==> src/rtl/io_dev_pkg.sv <==
// Shared types and constants for the io_dma_device peripheral.
package io_dev_pkg;

    // CPU-side bus target handshake
    typedef enum logic {
        SIdle,
        SAck
    } slave_state_t;

    // DMA request/stream sequencer
    typedef enum logic [1:0] {
        DIdle,
        DReq,
        DXfer,
        DDone
    } dma_state_t;

    // STATUS register bit positions
    localparam int unsigned BUSY_BIT = 0;
    localparam int unsigned IRQ_BIT  = 1;

endpackage

==> src/rtl/io_dma_seq.sv <==
// DMA sequencer: request/ack handshake, stream pointer with wrap, beat counter
// and tready_i rising-edge detection. One accepted tready_i rise = one beat.
module io_dma_seq
    import io_dev_pkg::*;
#(
    parameter int unsigned DEPTH     = 32,
    parameter int unsigned BURST_LEN = 4,
    parameter int unsigned DMA_START = 3,
    parameter int unsigned PTR_W     = $clog2(DEPTH)
) (
    input  logic             clk,
    input  logic             rst_n,
    input  logic             dev_event_i,
    input  logic             start_i,
    input  logic             dack_i,
    input  logic             tready_i,
    output logic [PTR_W-1:0] ptr_o,
    output logic             beat_stb_o,
    output logic             xfer_o,
    output logic             dreq_o,
    output logic             busy_o,
    output logic             done_o
);

    localparam int unsigned BEAT_W = $clog2(BURST_LEN + 1);

    dma_state_t        state_q, state_d;
    logic [PTR_W-1:0]  ptr_q, ptr_d;
    logic [BEAT_W-1:0] beat_q, beat_d;
    logic              trdy_q;
    logic              ev_q;
    logic              trdy_rise;
    logic              ev_rise;

    assign trdy_rise = tready_i & ~trdy_q;
    assign ev_rise   = dev_event_i & ~ev_q;

    // State, counters and edge-detect history
    always_ff @(posedge clk or negedge rst_n) begin
        if (!rst_n) begin
            state_q <= DIdle;
            ptr_q   <= PTR_W'(DMA_START);
            beat_q  <= '0;
            trdy_q  <= 1'b0;
            ev_q    <= 1'b0;
        end else begin
            state_q <= state_d;
            ptr_q   <= ptr_d;
            beat_q  <= beat_d;
            trdy_q  <= tready_i;
            ev_q    <= dev_event_i;
        end
    end

    // Next-state and beat accounting; events outside DIdle are dropped, not queued
    always_comb begin
        state_d    = state_q;
        ptr_d      = ptr_q;
        beat_d     = beat_q;
        beat_stb_o = 1'b0;
        done_o     = 1'b0;
        case (state_q)
            DIdle: begin
                if (ev_rise || start_i) begin
                    ptr_d   = PTR_W'(DMA_START);
                    beat_d  = '0;
                    state_d = DReq;
                end
            end
            DReq: begin
                if (dack_i) begin
                    state_d = DXfer;
                end
            end
            DXfer: begin
                if (!dack_i) begin
                    // Grant withdrawn: re-request, keep position to resume
                    state_d = DReq;
                end else if (trdy_rise) begin
                    beat_stb_o = 1'b1;
                    ptr_d      = ptr_q + PTR_W'(1);
                    beat_d     = beat_q + BEAT_W'(1);
                    if (beat_d == BEAT_W'(BURST_LEN)) begin
                        state_d = DDone;
                    end
                end
            end
            DDone: begin
                if (!dack_i) begin
                    state_d = DIdle;
                    done_o  = 1'b1;
                end
            end
            default: state_d = DIdle;
        endcase
    end

    assign ptr_o  = ptr_q;
    assign xfer_o = (state_q == DXfer);
    assign dreq_o = (state_q == DReq) || (state_q == DXfer);
    assign busy_o = (state_q != DIdle);

endmodule

==> src/rtl/io_dma_device.sv <==
// Memory-mapped IO peripheral with a DEPTH-word buffer, a STATUS register and
// DMA source/sink streaming. Optional burst-complete interrupt: IO_DMA_IRQ_EN.
module io_dma_device
    import io_dev_pkg::*;
#(
    parameter int unsigned DATA_W    = 8,
    parameter int unsigned ADDR_W    = 16,
    parameter int unsigned DEPTH     = 32,
    parameter int unsigned BASE_ADDR = 1001,
    parameter int unsigned BURST_LEN = 4,
    parameter int unsigned DMA_START = 3
) (
    input  logic              clk,
    input  logic              rst_n,
    input  logic [ADDR_W-1:0] addr,
    input  logic [DATA_W-1:0] wdata,
    output logic [DATA_W-1:0] rdata,
    output logic              rdata_oe,
    input  logic              ior,
    input  logic              iow,
    input  logic              iready,
    output logic              tready_o,
    input  logic              tready_i,
    input  logic              dev_event,
    output logic              dreq,
    input  logic              dack,
    output logic              irq
);

    localparam int unsigned PTR_W = $clog2(DEPTH);
    localparam logic [ADDR_W-1:0] FIRST = ADDR_W'(BASE_ADDR);
    localparam logic [ADDR_W-1:0] LAST  = ADDR_W'(BASE_ADDR + DEPTH);

    slave_state_t      slave_q, slave_d;
    logic [DATA_W-1:0] rdata_q, rdata_d;
    logic [DATA_W-1:0] mem_q [DEPTH];
    logic [DATA_W-1:0] status_word;
    logic [ADDR_W-1:0] offs;
    logic [PTR_W-1:0]  mem_idx;
    logic              cs, is_status, access;
    logic              cpu_wr, cpu_rd, status_start;
    logic              irq_pend;
    logic [PTR_W-1:0]  dma_ptr;
    logic              dma_beat, dma_xfer, dma_busy, dma_done;
    logic              dma_src, dma_wr;

    assign cs        = (addr >= FIRST) && (addr <= LAST);
    assign offs      = addr - FIRST;
    assign is_status = (offs == ADDR_W'(DEPTH));
    assign mem_idx   = offs[PTR_W-1:0];
    // A granted DMA owns the bus, so dack blocks CPU acks
    assign access    = iready & cs & ~dack & (ior ^ iow);

    io_dma_seq #(
        .DEPTH     (DEPTH),
        .BURST_LEN (BURST_LEN),
        .DMA_START (DMA_START),
        .PTR_W     (PTR_W)
    ) u_seq (
        .clk         (clk),
        .rst_n       (rst_n),
        .dev_event_i (dev_event),
        .start_i     (status_start),
        .dack_i      (dack),
        .tready_i    (tready_i),
        .ptr_o       (dma_ptr),
        .beat_stb_o  (dma_beat),
        .xfer_o      (dma_xfer),
        .dreq_o      (dreq),
        .busy_o      (dma_busy),
        .done_o      (dma_done)
    );

    assign dma_src = dma_xfer & dack & ior;
    assign dma_wr  = dma_beat & iow;

    // STATUS register view
    always_comb begin
        status_word           = '0;
        status_word[BUSY_BIT] = dma_busy;
        status_word[IRQ_BIT]  = irq_pend;
    end

    // Slave handshake: accept in SIdle, hold tready_o until iready drops
    always_comb begin
        slave_d = slave_q;
        rdata_d = rdata_q;
        cpu_wr  = 1'b0;
        cpu_rd  = 1'b0;
        case (slave_q)
            SIdle: begin
                if (access) begin
                    slave_d = SAck;
                    cpu_wr  = iow;
                    cpu_rd  = ior;
                end
            end
            SAck: begin
                if (!iready) begin
                    slave_d = SIdle;
                end
            end
            default: slave_d = SIdle;
        endcase
        if (cpu_rd) begin
            rdata_d = is_status ? status_word : mem_q[mem_idx];
        end
    end

    assign status_start = cpu_wr & is_status & wdata[BUSY_BIT];

    // Slave state and captured read data
    always_ff @(posedge clk or negedge rst_n) begin
        if (!rst_n) begin
            slave_q <= SIdle;
            rdata_q <= '0;
        end else begin
            slave_q <= slave_d;
            rdata_q <= rdata_d;
        end
    end

    // Buffer: reset pattern 2*i, DMA sink write has priority over CPU write
    always_ff @(posedge clk or negedge rst_n) begin
        if (!rst_n) begin
            for (int i = 0; i < DEPTH; i++) begin
                mem_q[i] <= DATA_W'(2 * i);
            end
        end else if (dma_wr) begin
            mem_q[dma_ptr] <= wdata;
        end else if (cpu_wr && !is_status) begin
            mem_q[mem_idx] <= wdata;
        end
    end

`ifdef IO_DMA_IRQ_EN
    logic irq_pend_q, irq_pend_d;
    logic irq_clr;

    assign irq_clr = cpu_wr & is_status & wdata[IRQ_BIT];

    // Pending flag: set on burst completion (wins over a same-cycle clear)
    always_comb begin
        irq_pend_d = irq_pend_q;
        if (irq_clr) begin
            irq_pend_d = 1'b0;
        end
        if (dma_done) begin
            irq_pend_d = 1'b1;
        end
    end

    // Interrupt pending register
    always_ff @(posedge clk or negedge rst_n) begin
        if (!rst_n) begin
            irq_pend_q <= 1'b0;
        end else begin
            irq_pend_q <= irq_pend_d;
        end
    end

    assign irq_pend = irq_pend_q;
`else
    logic unused_dma_done;

    assign unused_dma_done = dma_done;
    assign irq_pend        = 1'b0;
`endif

    assign irq      = irq_pend;
    assign tready_o = (slave_q == SAck);
    assign rdata_oe = dma_src | ((slave_q == SAck) & ior);
    assign rdata    = dma_src ? mem_q[dma_ptr] : (rdata_oe ? rdata_q : '0);

endmodule
==> config.mk <==
export PLATFORM = sky130hd
export DESIGN_NAME = io_dma_device
export DESIGN_NICKNAME = d
export VERILOG_FILES = /design/src/rtl/io_dev_pkg.sv /design/src/rtl/io_dma_seq.sv /design/src/rtl/io_dma_device.sv
export SDC_FILE = /design/constraint.sdc
export NUM_CORES = 1
export LEC_CHECK = 0
export CAP_MARGIN = 5
export CORE_UTILIZATION = 67
export CTS_CLUSTER_SIZE = 12
export DETAILED_ROUTE_END_ITERATION = 7
export PLACE_DENSITY = 0.86
export SLEW_MARGIN = 20
export SYNTH_ARGS = -nofsm -noshare
export SYNTH_HDL_FRONTEND = slang
export SYNTH_SLANG_ARGS = --single-unit
==> constraint.sdc <==
create_clock -name clk -period 9.11 [get_ports clk]
set_input_delay 0.911 -clock clk [delete_from_list [all_inputs] [get_ports clk]]
set_output_delay 0.911 -clock clk [all_outputs]
set_load 0.02 [all_outputs]
* After elaboration in Yosys (flattened, before gate mapping)
Index checks and enable logic that the tools add are counted.
** Word-level totals
- Register bits :: 277
- Input port bits :: 32
- Output and inout port bits :: 12
- Word-level logic and storage cells :: 134
** Cells by class
- Add/subtract/negate cells :: 3
- $lt $le $gt $ge :: 6
- Eq/ne operators :: 12
- Muxes and demuxes :: 42
- Bitwise operators :: 19
- Reductions and logical operators :: 13
** Operator list (count)
- $bwmux W256 :: 2
- $mux W256 :: 2
- $bmux W8 S5 :: 2
- $demux W8 S5 :: 2
- $mux W8 :: 9
- $eq A16 B6 Y1 const B :: 1
- $ge A16 B10 Y1 const B :: 1
- $le A16 B11 Y1 const B :: 1
- $sub A16 B10 Y16 const B :: 1
- $mux W5 :: 3
- $ge A6 B6 Y1 const B :: 2
- $lt A6 B1 Y1 const B :: 2
- $mux W2 :: 6
- $not A5 Y6 :: 2
- $and A1 B1 Y1 :: 11
- $pmux W5 S2 :: 1
- $mux W1 :: 9
- $mux W3 :: 3
- $pmux W2 S4 :: 1
- $ne A2 B2 Y1 const B :: 3
- $ne A3 B2 Y1 const B :: 2
- $pmux W3 S2 :: 1
- $reduce_bool A2 Y1 :: 3
- $add A5 B1 Y5 const B :: 1
- other kinds (15) :: 24

* Logic depth before layout (Yosys ltp)
Gate-level depths: netlist of the first run.
- Depth after elaboration :: 12
- Mapped depth :: 15
- Mapped depth without buffers :: 9

* Hierarchy
From an unflattened synthesis of the first run, not the netlist that was laid out.
** Second synthesis, totals
- Cell total of the unflattened synthesis :: 1164
- Area total of the unflattened synthesis :: 15808.9 µm²
** Modules (own cells, without submodules)
- io_dma_device :: instances 1, cells an instance 1090, area an instance 15079.5 µm², sequential area each 6731.5 µm²
- io_dma_seq :: instances 1, cells an instance 74, area an instance 729.4 µm², sequential area each 302.8 µm²

* Worst setup path before layout of the first run
Ideal clock, no wire load.
- Path kind :: in2reg
- Start :: in addr[0]
- End :: reg mem_q[104] (netlist name)
- Setup time :: 0.125 ns
- Arrival :: 4.286 ns
- Required time :: 8.985 ns
- Setup slack :: 4.699 ns
- Stages :: 12
- Buffers on the path :: 5
- Cells stage by stage :: buf_2 buf_2 buf_1 inv_1 ha_1 clkbuf_1 o21ai_0 a32oi_1 or3_1 buf_6 o32ai_4 mux2_2
** On the way
- Longest elaborated chain between the ends :: 9
- Elaborated cells between the ends (all ways) :: 22
- Classes of those cells :: 1 x add/sub; 4 x order compare; 1 x eq/ne; 7 x mux; 4 x bitwise; 5 x reduce/logical
** RTL lines
- start, declared :: RTL line io_dma_device.sv:15 : input logic [ADDR_W-1:0] addr,
- $sub A16 B10 Y16 (tied with other cells) :: RTL line io_dma_device.sv:48 : assign offs = addr - FIRST;
- $not A5 Y6 (not written as such) / $logic_and A1 B1 Y1 (equally long branches) :: RTL line io_dma_device.sv:132, io_dma_device.sv:47
- $ge A6 B6 Y1 (not written as such) (tied with other cells) :: RTL line io_dma_device.sv:132 : mem_q[mem_idx] <= wdata;
- $logic_and A1 B1 Y1 (not written as such) / $and A1 B1 Y1 (equally long branches) :: RTL line io_dma_device.sv:132, io_dma_device.sv:52
- $mux W8 (not written as such) / $and A1 B1 Y1 (equally long branches) :: RTL line io_dma_device.sv:132, io_dma_device.sv:52
- $demux W8 S5 / $mux W1 (equally long branches) :: RTL line io_dma_device.sv:132, io_dma_device.sv:92
- $bwmux W256 / $mux W1 (equally long branches) :: RTL line io_dma_device.sv:132, io_dma_device.sv:90
- $mux W256 / $logic_and A1 B1 Y1 (equally long branches) :: RTL line io_dma_device.sv:131 : end else if (cpu_wr && !is_status) begin
- $mux W256 / $reduce_bool A2 Y1 (equally long branches)
- end signal, assigned by index :: RTL line io_dma_device.sv:127 : mem_q[i] <= DATA_W'(2 * i);
- end signal, assigned by index :: RTL line io_dma_device.sv:130 : mem_q[dma_ptr] <= wdata;
- end signal, assigned by index :: RTL line io_dma_device.sv:132
- end, declared :: RTL line io_dma_device.sv:36 : logic [DATA_W-1:0] mem_q [DEPTH];
Parallel ways exist; a longest one is shown, timed or not. The select of a mux whose other input is x is not followed.
A chain may end at the register's enable or synchronous reset.

* Final worst setup path of the first run
- Start :: reg u_seq.ptr_q[0], in the netlist u_seq.ptr_o[0]
- End :: out rdata[5]
** On the way
- Longest elaborated chain between the ends :: 5
** RTL lines
- start, declared :: RTL line io_dma_seq.sv:28 : logic [PTR_W-1:0] ptr_q, ptr_d;
- start signal, assigned :: RTL line io_dma_seq.sv:42 : ptr_q <= PTR_W'(DMA_START);
- start signal, assigned :: RTL line io_dma_seq.sv:48 : ptr_q <= ptr_d;
- $not A5 Y6 (not written as such) :: RTL line io_dma_device.sv:173 : assign rdata = dma_src ? mem_q[dma_ptr] : (rdata_oe ? rdata_q : '0);
- $bmux W8 S5 :: RTL line io_dma_device.sv:173
- $mux W8 (not written as such) (2 in a row) :: RTL line io_dma_device.sv:173
- $mux W8 :: RTL line io_dma_device.sv:173
- end, declared :: RTL line io_dma_device.sv:17 : output logic [DATA_W-1:0] rdata,
No other way between the ends. The select of a mux whose other input is x is not followed.

==> results of run 1 <==
## per-stage QoR
stage          std cells  power, mW  util, %  instance area, um2  hold WS, ns
2_1_floorplan       1134       1.73        -               15700        0.450
3_3_place_gp        1418       1.90     71.5               16300        0.461
3_5_place_dp        1418       1.91     71.5               16300        0.469
4_1_cts             1473       3.09     75.7               17300        0.379
5_1_grt             1473       3.20     75.7               17300        0.395
6_report            1473       3.09     75.7               17300        0.352
## state kept, by name, indices dropped and copies added, names as in the netlist
signal and cells:
u_seq.ev_q 1, u_seq.ptr_o 5, rdata_q 8, mem_q 256
tready_o 1, u_seq.beat_q 3, u_seq.state_q 2, u_seq.trdy_q 1
## layer usage
metal	wire length (um)	part of all wire (%)	vias to the layer above
li1	-	-	4389
met1	16100	37	5716
met2	20200	46	834
met3	5100	12	198
met4	2580	5.9	2
met5	12	0.027	-
## layout make-up
class,instances,area share [%]
clock inverter,7,0.369
sequential,277,40.7
tap,313,2.26
multi-input combinational,753,47.9
timing repair buffer,63,3.27
clock buffer,48,5.20
inverter,12,0.260
## cell families (layout without fill, tap and decap cells)
family	Yosys count	count (layout)	share of synthesized area, %
buffers and inverters	104	130	2.69
multiplexers	390	390	37.1
XOR/XNOR	6	6	0.335
AO/OA/AOI/OAI	150	150	7.75
other	1	1	0.0239
adder cells (fa/ha/maj)	15	15	1.19
flip-flops	277	277	44.8
AND/OR/NAND/NOR	191	191	6.13
## worst max-delay path by stage
stage	cells after the start	from	to
2_1_floorplan	12	addr[0]	mem_q[104]
3_3_place_gp	8	u_seq.ptr_o[0]	rdata[5]
3_5_place_dp	8	u_seq.ptr_o[0]	rdata[5]
4_1_cts	8	u_seq.ptr_o[0]	rdata[5]
6_report	8	u_seq.ptr_o[0]	rdata[5]
5_1_grt	8	u_seq.ptr_o[0]	rdata[5]
## cells in the mapped netlist, types with 3 or more instances
| master | number | area, um2 |
|---|---|---|
| or3_1 | 9 | 56.3 |
| inv_1 | 12 | 45.0 |
| o22ai_1 | 17 | 106 |
| o211ai_1 | 3 | 22.5 |
| and2_1 | 5 | 31.3 |
| nand3_1 | 16 | 80.1 |
| clkbuf_1 | 67 | 251 |
| and3_1 | 10 | 62.6 |
| buf_1 | 11 | 41.3 |
| dfrtp_1 | 195 | 4880 |
| nor2b_1 | 28 | 175 |
| dfstp_2 | 82 | 2150 |
| xor2_1 | 4 | 35.0 |
| nand2_1 | 32 | 120 |
| buf_2 | 10 | 50.1 |
| a41oi_1 | 9 | 78.8 |
| o22ai_2 | 21 | 263 |
| o31ai_1 | 10 | 75.1 |
| or2_2 | 5 | 31.3 |
| a31oi_1 | 11 | 68.8 |
| mux4_2 | 128 | 2880 |
| nor3_1 | 17 | 85.1 |
| mux2_2 | 256 | 2880 |
| mux2i_1 | 5 | 50.1 |
| nand3b_1 | 3 | 22.5 |
| nor2_1 | 52 | 195 |
| o21ai_0 | 14 | 70.1 |
| a21oi_1 | 21 | 105 |
| o32ai_4 | 3 | 82.6 |
| a22oi_1 | 16 | 120 |
| ha_1 | 15 | 188 |
## worst max-delay path, cell delays in order, from the launching register on
cell and delay, ns:
dfstp_4 1.15, buf_4 0.58, mux4_2 0.56, nor2b_1 0.14
a2111oi_0 0.52, a31oi_1 0.20, a31oi_1 0.21, nor2b_1 0.11
clkdlybuf4s50_1 0.55
## cell usage in the layout, fill, tap and decap left out, drive strengths merged, types with 3 or more instances in the layout
| cell type | netlist | final |
|---|---|---|
| o22ai | 38 | 38 |
| a22oi | 16 | 16 |
| dfrtp | 195 | 195 |
| and3 | 10 | 10 |
| clkbuf | 68 | 48 |
| o21ai | 15 | 15 |
| dfstp | 82 | 82 |
| o31ai | 12 | 12 |
| nand2 | 32 | 32 |
| or3 | 9 | 9 |
| and2 | 5 | 5 |
| nand3b | 3 | 3 |
| o32ai | 5 | 5 |
| ha | 15 | 15 |
| a21oi | 21 | 21 |
| o211ai | 3 | 3 |
| buf | 24 | 26 |
| mux2 | 257 | 257 |
| xor2 | 4 | 4 |
| clkinv | 0 | 5 |
| mux2i | 5 | 5 |
| clkdlybuf4s50 | 0 | 37 |
| nor2 | 52 | 52 |
| a31oi | 11 | 11 |
| nand3 | 16 | 16 |
| or2 | 5 | 5 |
| mux4 | 128 | 128 |
| inv | 12 | 13 |
| nor2b | 28 | 28 |
| a41oi | 9 | 9 |
| nor3 | 17 | 17 |
## where the power goes
part	internal, mW	leakage, nW	switching (mW)
combinational	0.235	3.25	0.302
sequential	1.28	3.56	0.0878
clock	0.700	0.476	0.486
total	2.22	7.28	0.876
==> results.yml, run 1 <==
synthesis:
  syn_avg_cell_area_um2: 13.9
  synth_edf_count: 0
  ys_seq_area_share_pct: 44.8
  synth.distinct_cells: 64
  synth_ff_type: "dfrtp_1"
  synthesis.area_um2: 15700
  yosysWarnings: 0
  async_flop_share_pct: 100
  syn_nets: 1181
  syn_inst: 1134
  ys_ff_latch: 277
power_and_ir_drop:
  p_leak_nw: 7.28
  p_per_area_nw_per_um2: 179
  peakVddDrop_mv: 0.153
floorplanning:
  io_pins: 44
  die_w_um: 155
  rows: 55
  initial_utilization_pct: 68.8
  dieArea_um2: 24100
  core-area_um2: 22800
  die_height_um: 155
global_route:
  grt_busiest_layer: "met2"
  grt_pass1_wl_um: 68600
  grt_use_met1_pct: 51.0
  grt_pass1_vias: 11200
  grt_usage_pct: 38.3
  use_met3_pct: 10.1
  gr-total-overflow: 0
  grt_max_degree: 88
  use_met2_pct: 58.9
  grt_antenna_before_repair: 1
worst_setup_path:
  worstPathArrival_ns: 4.63
  timing.critical_path.to_type: "output port"
  rr_startpoint: "u_seq.state_q[0]"
  crit_path_max_fanout: 45
  setup.worst_path.start_class: "flip-flop"
  required_ns: 8.20
  reg2reg_to: "mem_q[169]"
  reg2reg_slack_ns: 5.25
  worstSetupPathType: "reg -> out"
  ff2ff_path_depth: 9
cells_and_area:
  fill_cells: 1348
  nNetsFinal: 1184
  area_growth_pct: 10.1
  antenna_cells: 0
  layout-drive-gt1-share_pct: 49.7
  seqCellArea_um2: 7040
  multi_input_area_um2: 8290
placed_design:
  hpwlAfterDp_um: 28200
  dpl_worst_slack_ns: 4.16
  routabilityCongestion: 0.970
  portBuffers: 42
timing:
  relSlewSlack_pct: 23.9
  fmax_ghz: 0.180
  rsz0062_at_grt: "false"
  fin_ws_ns: 3.57
  setup_viol: 0
  maxSlewViolCount: 0
  hold_viol: 0
  min_period_ns: 5.54
  fin_setup_tns_ns: 0
  fin_crit_sh_pct: 60.8
  skew_ns: 0.0158
  worst_pin_slew_ns: 1.13
outcome:
  outcome: "completed"
cts:
  postCtsSetupRepairBufs: 0
  postCtsHoldBufs: 0
  htreeDepth: 1
  numClockSinks: 277
  cts_tree: "built"
  insertion_delay_ns: 0.56
  numCtsBuffers: 30
  clockBufferDepth: 3
  cts_resized: 0
  clock-root-buffer: "clkbuf_16"
  clkSlewWorstSetupHoldPaths_ns: 0.07
routing:
  ant_nets: 0
  drc: 0
  drt_pass1_iterations: 6
  wl_per_cell_um: 29.8
  num_vias: 11100
  viasPerCell: 7.56
  drt-total-wl_um: 43900
  drtIter0Drc: 1390
flow_run:
  maxCapViolCount: 0
hold_path:
  hold_class: "in -> async"
(Power assumes the default switching activity.)
==> run 2, diff against run 1 <==
--- a/config.mk
+++ b/config.mk
@@ -6,10 +6,10 @@
 export NUM_CORES = 1
 export LEC_CHECK = 0
 export CAP_MARGIN = 5
-export CORE_UTILIZATION = 67
+export CORE_UTILIZATION = 63
 export CTS_CLUSTER_SIZE = 12
 export DETAILED_ROUTE_END_ITERATION = 7
-export PLACE_DENSITY = 0.86
+export PLACE_DENSITY = 0.81
 export SLEW_MARGIN = 20
 export SYNTH_ARGS = -nofsm -noshare
 export SYNTH_HDL_FRONTEND = slang
==> constraint.sdc (replaced) <==
create_clock -name clk -period 5.5 [get_ports clk]
set_input_delay 0.55 -clock clk [delete_from_list [all_inputs] [get_ports clk]]
set_output_delay 0.55 -clock clk [all_outputs]
set_load 0.02 [all_outputs]
==> results.yml, run 2 (synthesis results as in run 1) <==
cells_and_area:
  layout_commonest_cell: "mux2_2"
  layout-drive-gt1-share_pct: 49.4
  largest_reg_flops: 256
  nNetsFinal: 1192
  postLayoutCellArea_um2: 17400
  area_growth_pct: 10.5
  top_register: "mem_q"
  most-common-layout-cells: "mux2_2 (256), dfrtp_1 (195), mux4_2 (128)"
  antenna_cells: 0
worst_setup_path:
  required_ns: 4.95
  timing.critical_path.to_type: "output port"
  ff2ff_path_depth: 9
  crit_chain: "buf_4 -> mux4_2 -> a22oi_1 -> a41oi_1 -> a31oi_1 -> nor2b_1 -> clkdlybuf4s50_1"
  slowest_delay_ns: 1.05
  slowest_stage: "dfstp_4"
  worstPathArrival_ns: 4.03
  setup.worst_path.start_class: "flip-flop"
  worstSetupPathType: "reg -> out"
  crit_path_max_fanout: 37
global_route:
  grt_max_degree: 116
  grt_pass1_wl_um: 70300
  grt_usage_pct: 36.4
  grt_pass1_vias: 11400
  grt_antenna_before_repair: 0
  gr-total-overflow: 0
outcome:
  outcome: "finished, violations left"
  failed_checks: "hold timing"
timing:
  fmax_ghz: 0.218
  fin_crit_sh_pct: 83.3
  min_period_ns: 4.58
  skew_ns: 0.00933
  rsz0062_at_grt: "false"
  setup_viol: 0
  maxSlewViolCount: 0
  fin_setup_tns_ns: 0
  worst_pin_slew_ns: 1.02
  relSlewSlack_pct: 31.6
  hold_viol: 1
  fin_hold_ws_ns: -0.00208
cts:
  cts_resized: 0
  cts_tree: "built"
  insertion_delay_ns: 0.55
  numCtsBuffers: 30
  clock-root-buffer: "clkbuf_16"
  clkSlewWorstSetupHoldPaths_ns: 0.06
  numClockSinks: 277
  postCtsHoldBufs: 0
  htreeDepth: 1
  postCtsSetupRepairBufs: 0
  clockBufferDepth: 3
floorplanning:
  dieArea_um2: 25600
  core-area_um2: 24400
  rows: 57
  die_height_um: 160
  initial_utilization_pct: 64.4
  io_pins: 44
  die_w_um: 160
placed_design:
  hpwlAfterDp_um: 29900
  routabilityCongestion: 1.05
  portBuffers: 42
  place_area_um2: 16400
power_and_ir_drop:
  p_per_area_nw_per_um2: 294
  p_leak_nw: 7.30
  peakVddDrop_mv: 0.273
routing:
  drt_pass1_iterations: 6
  drtIter0Drc: 1431
  wl_met1_um: 17300
  highest_layer: "met4"
  wl_per_cell_um: 29.9
  drt-total-wl_um: 44600
  drc: 0
  route.met2.wl_um: 20800
  wl_met3_um: 4740
  viasPerCell: 7.41
  num_vias: 11100
  ant_nets: 0
hold_path:
  hold_class: "in -> async"
flow_run:
  maxCapViolCount: 0
## run 2: cell types whose count changed in the layout (fill, tap and decap cells not counted), moves of 2 or more
cell / before / now
clkdlybuf4s50_1: 37 / 39
clkbuf_1: 11 / 16
buf_12: 0 / 2
clkinv_2: 5 / 2
buf_4: 22 / 28
buf_2: 3 / 1
## run 2: critical path, delay by kind of cell, from the launching register on
kind | cells | cell delay (ns)
AND/OR/NAND/NOR | 1 | 0.07
buffers and inverters | 2 | 0.98
flip-flops | 1 | 1.05
multiplexers | 1 | 0.58
AO/OA/AOI/OAI | 3 | 0.79
## run 2: report_power, final
| part | internal (mW) | switching [mW] |
|---|---|---|
| Sequential | 2.12 | 0.151 |
| Combinational | 0.405 | 0.506 |
| Clock | 1.12 | 0.804 |
| Total | 3.64 | 1.46 |
## run 2: final timing paths
path,from,endpoint,slack [ns]
max in group asynchronous,rst_n,mem_q[51],4.30
min,rst_n,mem_q[201],-0.002
min reg2reg,rdata_q[1],rdata_q[1],0.50
max reg2reg,u_seq.state_q[0],mem_q[220],1.65
min in group clk,dev_event,u_seq.ev_q,0.48
max,u_seq.ptr_o[0],rdata[4],0.92
## run 2: cell type report
| type | instances | area, um2 |
|---|---|---|
| Timing Repair Buffer | 71 | 661 |
| Multi-Input combinational cell | 753 | 8280 |
| Tap cell | 324 | 405 |
| Fill cell | 1587 | 7030 |
| Clock buffer | 53 | 918 |
| Sequential cell | 277 | 7040 |
| Inverter | 12 | 45.0 |
| Clock inverter | 3 | 17.5 |
## run 2: metal layers
metal,vias up,global-route usage (%)
met5,-,0
met4,0,14.0
met3,146,8.57
met2,707,55.6
met1,5783,51.2
li1,4421,-
## run 2: per-stage QoR
stage	utilization [%]	cells	power [mW]	worst slack (ns)	hold slack, ns
after floorplan	-	1134	2.87	1.45	0.254
after global placement	67.3	1437	3.18	1.35	0.466
after detailed placement	67.3	1437	3.20	1.27	0.483
after CTS	71.2	1493	5.11	0.898	0.0608
after global routing	71.2	1493	5.28	0.753	0.0770
final	71.2	1493	5.11	0.918	-0.00208
